File: config.mk
export PLATFORM = sky130hd
export DESIGN_NAME = music_sequencer
export DESIGN_NICKNAME = d
export VERILOG_FILES = /design/src/rtl/music_sequencer.sv
export SDC_FILE = /design/constraint.sdc
export NUM_CORES = 1
export LEC_CHECK = 0
export BUFFER_PORTS_ARGS = -buffer_cell sky130_fd_sc_hd__buf_2
export CAP_MARGIN = 20
export CORE_ASPECT_RATIO = 0.5
export CORE_UTILIZATION = 45
export DETAILED_ROUTE_END_ITERATION = 6
export GPL_TIMING_DRIVEN = 0
export PLACE_DENSITY = 0.68
export RECOVER_POWER = 100
export SYNTH_ARGS = -nofsm -noshare
export SYNTH_HDL_FRONTEND = slang
export SYNTH_SLANG_ARGS = --single-unit
File: constraint.sdc
create_clock -name clk -period 2.3 [get_ports clk]
set_clock_uncertainty 0.05 [all_clocks]
set_input_delay 0.46 -clock clk [delete_from_list [all_inputs] [get_ports clk]]
set_output_delay 0.46 -clock clk [all_outputs]
set_load 0.03 [all_outputs]
File: src/rtl/music_sequencer.sv
// Note-ROM melody sequencer: steps the ROM address at a fixed tempo and turns
// each word into a MIDI note, gate and attack strobe for the tone generator.
module music_sequencer #(
  parameter int TICKS_PER_STEP = 6250000,
  parameter int ADDR_W         = 9
) (
  input  logic              clk,
  input  logic              reset,
  input  logic              start,
  input  logic              stop,
  input  logic              loop_en,
  output logic [ADDR_W-1:0] rom_addr,
  input  logic [7:0]        rom_note,
  output logic [7:0]        note,
  output logic              gate,
  output logic              note_strobe,
  output logic [ADDR_W-1:0] play_addr,
  output logic              busy,
  output logic              done
);

  localparam int CNT_W = (TICKS_PER_STEP > 2) ? $clog2(TICKS_PER_STEP) : 1;
  localparam logic [CNT_W-1:0]  LAST_TICK = CNT_W'(TICKS_PER_STEP - 3);
  localparam logic [ADDR_W-1:0] LAST_ADDR = {ADDR_W{1'b1}};

  typedef enum logic [1:0] {
    S_IDLE  = 2'd0,
    S_FETCH = 2'd1,
    S_WAIT  = 2'd2,
    S_PLAY  = 2'd3
  } state_t;

  state_t            state_q, state_d;
  logic [ADDR_W-1:0] addr_q, addr_d;
  logic [ADDR_W-1:0] paddr_q, paddr_d;
  logic [7:0]        note_q, note_d;
  logic              gate_q, gate_d;
  logic              strobe_q, strobe_d;
  logic              busy_q, busy_d;
  logic              done_q, done_d;
  logic              ovf_q, ovf_d;
  logic [CNT_W-1:0]  tick_q, tick_d;

  // Next-state and output decode; stop overrides whatever the state chose.
  always_comb begin
    state_d  = state_q;
    addr_d   = addr_q;
    paddr_d  = paddr_q;
    note_d   = note_q;
    gate_d   = gate_q;
    strobe_d = 1'b0;
    done_d   = 1'b0;
    ovf_d    = ovf_q;
    tick_d   = tick_q;
    case (state_q)
      S_IDLE: begin
        if (start && !stop) begin
          addr_d  = {ADDR_W{1'b0}};
          ovf_d   = 1'b0;
          state_d = S_FETCH;
        end else begin
          state_d = S_IDLE;
        end
      end
      S_FETCH: state_d = S_WAIT;
      S_WAIT: begin
        // An overflowed address is treated exactly like a fetched end marker.
        if (ovf_q || (rom_note == 8'd0)) begin
          ovf_d = 1'b0;
          if (loop_en) begin
            addr_d  = {ADDR_W{1'b0}};
            state_d = S_FETCH;
          end else begin
            note_d  = 8'd0;
            gate_d  = 1'b0;
            done_d  = 1'b1;
            state_d = S_IDLE;
          end
        end else if (rom_note == 8'd1) begin
          gate_d  = 1'b0;
          paddr_d = addr_q;
          tick_d  = {CNT_W{1'b0}};
          state_d = S_PLAY;
        end else if (gate_q && (note_q == rom_note)) begin
          paddr_d = addr_q;
          tick_d  = {CNT_W{1'b0}};
          state_d = S_PLAY;
        end else begin
          note_d   = rom_note;
          gate_d   = 1'b1;
          strobe_d = 1'b1;
          paddr_d  = addr_q;
          tick_d   = {CNT_W{1'b0}};
          state_d  = S_PLAY;
        end
      end
      S_PLAY: begin
        if (tick_q == LAST_TICK) begin
          if (addr_q == LAST_ADDR) begin
            ovf_d = 1'b1;
          end else begin
            addr_d = addr_q + ADDR_W'(1);
          end
          state_d = S_FETCH;
        end else begin
          tick_d = tick_q + CNT_W'(1);
        end
      end
      default: state_d = S_IDLE;
    endcase
    if (stop && (state_q != S_IDLE)) begin
      state_d  = S_IDLE;
      addr_d   = {ADDR_W{1'b0}};
      note_d   = 8'd0;
      gate_d   = 1'b0;
      strobe_d = 1'b0;
      done_d   = 1'b0;
      ovf_d    = 1'b0;
    end else begin
      ovf_d = ovf_d;
    end
    busy_d = (state_d != S_IDLE);
  end

  // State and output registers.
  always_ff @(posedge clk or posedge reset) begin
    if (reset) begin
      state_q  <= S_IDLE;
      addr_q   <= {ADDR_W{1'b0}};
      paddr_q  <= {ADDR_W{1'b0}};
      note_q   <= 8'd0;
      gate_q   <= 1'b0;
      strobe_q <= 1'b0;
      busy_q   <= 1'b0;
      done_q   <= 1'b0;
      ovf_q    <= 1'b0;
      tick_q   <= {CNT_W{1'b0}};
    end else begin
      state_q  <= state_d;
      addr_q   <= addr_d;
      paddr_q  <= paddr_d;
      note_q   <= note_d;
      gate_q   <= gate_d;
      strobe_q <= strobe_d;
      busy_q   <= busy_d;
      done_q   <= done_d;
      ovf_q    <= ovf_d;
      tick_q   <= tick_d;
    end
  end

  assign rom_addr    = addr_q;
  assign play_addr   = paddr_q;
  assign note        = note_q;
  assign gate        = gate_q;
  assign note_strobe = strobe_q;
  assign busy        = busy_q;
  assign done        = done_q;

endmodule
==> impl_metrics.toml <==
[outcome]
outcome = "completed"

[synthesis]
synth_edf_count = 0
async_flop_share_pct = 100
synth.avg_cell_area_um2 = 9.55
syn_inst = 303
synth_simple_gate_area_share_pct = 27.2
yosysTopAreaCell = "dfrtp_1"
synth-seq-cells = 56
synth-seq-area-share_pct = 48.4
ys_warn_count = 0
yosys.area_share.xor_xnor_pct = 6.36
netlist_area_mm2 = 0.00289
muxShareOfSynthArea_pct = 0.735
yosys-top-cells-area = "dfrtp_1 (48%), nand2_1 (6.2%), xor2_1 (5.1%), nand3_1 (3.5%), nor2_1 (2.7%)"
synth_cell_types = 51
synth_most_common_cell = "dfrtp_1"
yosysTopAreaCellShare_pct = 48.4
yosys-top-cells-count = "dfrtp_1 (56), nand2_1 (48), nor2_1 (21)"
syn-num-nets = 320
synth_top_family_by_area = "simple AND/OR/NAND/NOR gates"
synth_top_flop_cell = "dfrtp_1"
yosys.area_share.adder_pct = 1.73
synth_compound_area_share_pct = 13.4

[timing]
max_freq_mhz = 438
rsz0062_at_grt = "true"
tns_ns = 0
finalHoldViolCount = 0
tightestPinTransition_ns = 1.07
finalSetupViolations = 0
period_minus_slack_ns = 2.28
drv_slew = 0
relSlewSlack_pct = 28.8
fin_crit_sh_pct = 99.2

[cts]
cts_buffer_depth = 2
cts_tree = "done"
worst_skew_pair.late_latency_ns = 0.29
numCtsBuffers = 5
cts_root_buf = "clkbuf_16"
clkSinkCount = 56
cts_max_level = 2
path_clk_slew_ns = 0.07

[worst_setup_path]
worstSetupEndpoint = "rom_addr[2]"
r2r_end = "rom_addr[2]"
critPathCaptureType = "flop"
r2r_cells = 10
required_ns = 2.43
crit_start = "rom_addr[1]"
cpMaxStageDelayCell = "dfrtp_2"
cp_max_fo = 5
r2r_slack_ns = 0.02
setup.worst_path.class = "reg -> reg"
critPathMaxStageDelay_ns = 0.43
start_kind = "flop"
path_cells = "ha_4 > and3_1 > nand3_2 > nor2_1 > ha_2 > nand3b_1 > nand4_1 > o21ai_2 > a21o_1 > a221o_1"
crit_arrival_ns = 2.41
timing.rr.start = "rom_addr[1]"

[floorplanning]
die_h_um = 58.7
core_mm2 = 0.00613
dieArea_mm2 = 0.00678
dieWidth_um = 115
ios = 43
initial_core_util_pct = 47.2
fp-row-count = 20

[grt]
grt_pass1_wl_mm = 11.1
grt_use_total_pct = 21.4
antenna_found_initial = 0
grt_start_max_net_pins = 30
grt_remaining_overflow = 0
grt_pass1_vias = 2313

[finish]
design_area_mm2 = 0.00346
drive_gt1_share_pct = 15.9
syn_to_final_growth_pct = 19.5
final_util_pct = 56.4
nNetsFinal = 374
fill_cells = 533
n_antenna_cell = 0

[power_and_ir_drop]
irDropWorstVdd_mv = 0.314
leakagePower_nw = 1.57
power_density_mw_per_mm2 = 858

[route]
drtPass1Iterations = 4
detail_route.wl_per_cell_um = 14.7
vias = 2521
ant_nets = 0
vias_per_cell = 5.65
drtIter0Drc = 179
drc = 0
wl_mm = 6.58

[placed_design]
dpl_cell_area_mm2 = 0.00327
dp_hpwl_mm = 4.75
gp_routability_congestion = 0.842
io_buffer_count = 42

[hold_path]
hold_path_class = "in -> reg"

[job]
cap_viol_max_count = 0
## routing by layer
| metal | global-route usage (%) | part of all wire [%] | wire, µm |
|---|---|---|---|
| met4 | 6.12 | 1.1 | 71 |
| met3 | 4.43 | 5.8 | 380 |
| met1 | 30.1 | 48 | 3190 |
| met5 | 0 | 0 | 0 |
| met2 | 33.9 | 45 | 2940 |
## layout by cell type, fill, tap and decap left out, types with 2 or more instances in the layout
cell type  instances
nand3b_1           2
nand4_1           10
nand3_1           19
xnor2_1            4
nand2_1           48
a22oi_1            2
buf_4              4
and4_2             2
nor4_1             5
dfrtp_2            2
a22o_2             2
and3_1             5
dfrtp_1           54
a21o_1             2
o211ai_1           8
clkbuf_8           2
clkbuf_2           2
o21bai_1           2
buf_2             19
nor3_1             8
inv_1              5
a22o_1             8
xor2_1            17
ha_1               2
o21ai_0           10
a21oi_1           11
nor2_1            21
or4_1              2
and4_1             3
clkbuf_1          30
o31ai_1            2
clkbuf_16          5
nor4b_1            2
or2_2              3
or3_1              5
## power by group
| part | switching, mW | internal [mW] |
|---|---|---|
| Sequential | 0.104 | 1.09 |
| Combinational | 0.598 | 0.261 |
| Clock | 0.337 | 0.574 |
## worst min path at each step
stage / cells past startpoint / startpoint / slack [ns] / end
2_1_floorplan: 1 / tick_q[15] / 0.44 / tick_q[15]
3_3_place_gp: 2 / play_addr[3] / 0.40 / play_addr[3]
3_5_place_dp: 2 / play_addr[3] / 0.41 / play_addr[3]
4_1_cts: 2 / reset / 0.22 / note[7]
5_1_grt: 2 / loop_en / 0.34 / done
6_report: 2 / loop_en / 0.33 / done
## metrics by stage
stage	cells	setup slack (ns)	power [mW]	hold WS, ns
after CTS	446	0.00124	3.01	0.217
after global placement	433	-0.429	2.06	0.402
after floorplan	303	0.0194	1.82	0.439
after global routing	446	-0.0906	3.13	0.339
final	446	0.0178	2.97	0.333
after detailed placement	434	-0.316	2.08	0.412
## worst max-delay path, delay by kind of cell, from the launching register on
family | cells | cell delay (ns)
and+or+nand+nor | 5 | 0.62
adders and majority gates | 2 | 0.35
DFF | 1 | 0.43
AOI/OAI and AO/OA | 3 | 0.71
## timing repair
| action | 4_1_cts | 5_1_grt |
|---|---|---|
| hold buffers | 0 | 0 |
| setup buffers | 4 | 0 |
| pin swaps | 1 | 1 |
| endpoints found under the setup margin | 25 | 24 |
| resized for setup | 4 | 3 |
## registers in the layout (all words and copies together) (netlist names)
register     count
play_addr        9
ovf_q            1
tick_q          23
note             8
done             1
busy             1
state_q          2
gate             1
note_strobe      1
rom_addr         9
## logic make-up after synthesis
kind of cell | Yosys count
and+or+nand+nor | 150
AOI/OAI and AO/OA | 56
DFF | 56
xor gates and xnor gates | 21
buffers and inverters | 14
adders and majority gates | 4
muxes | 2
## cell type report
cell class              instances  area [µm²]  area share [%]
plain buffers                   9        45.0            1.30
clock buffers                   7         153            4.41
clock inverters                 1        30.0           0.868
inverters                       5        18.8           0.543
multi-input cells             233        1480            42.9
flip-flops and latches         56        1400            40.6
well taps                      88         110            3.18
repair buffers                 47         214            6.19
Note: power is estimated with default switching activity, not from simulation.
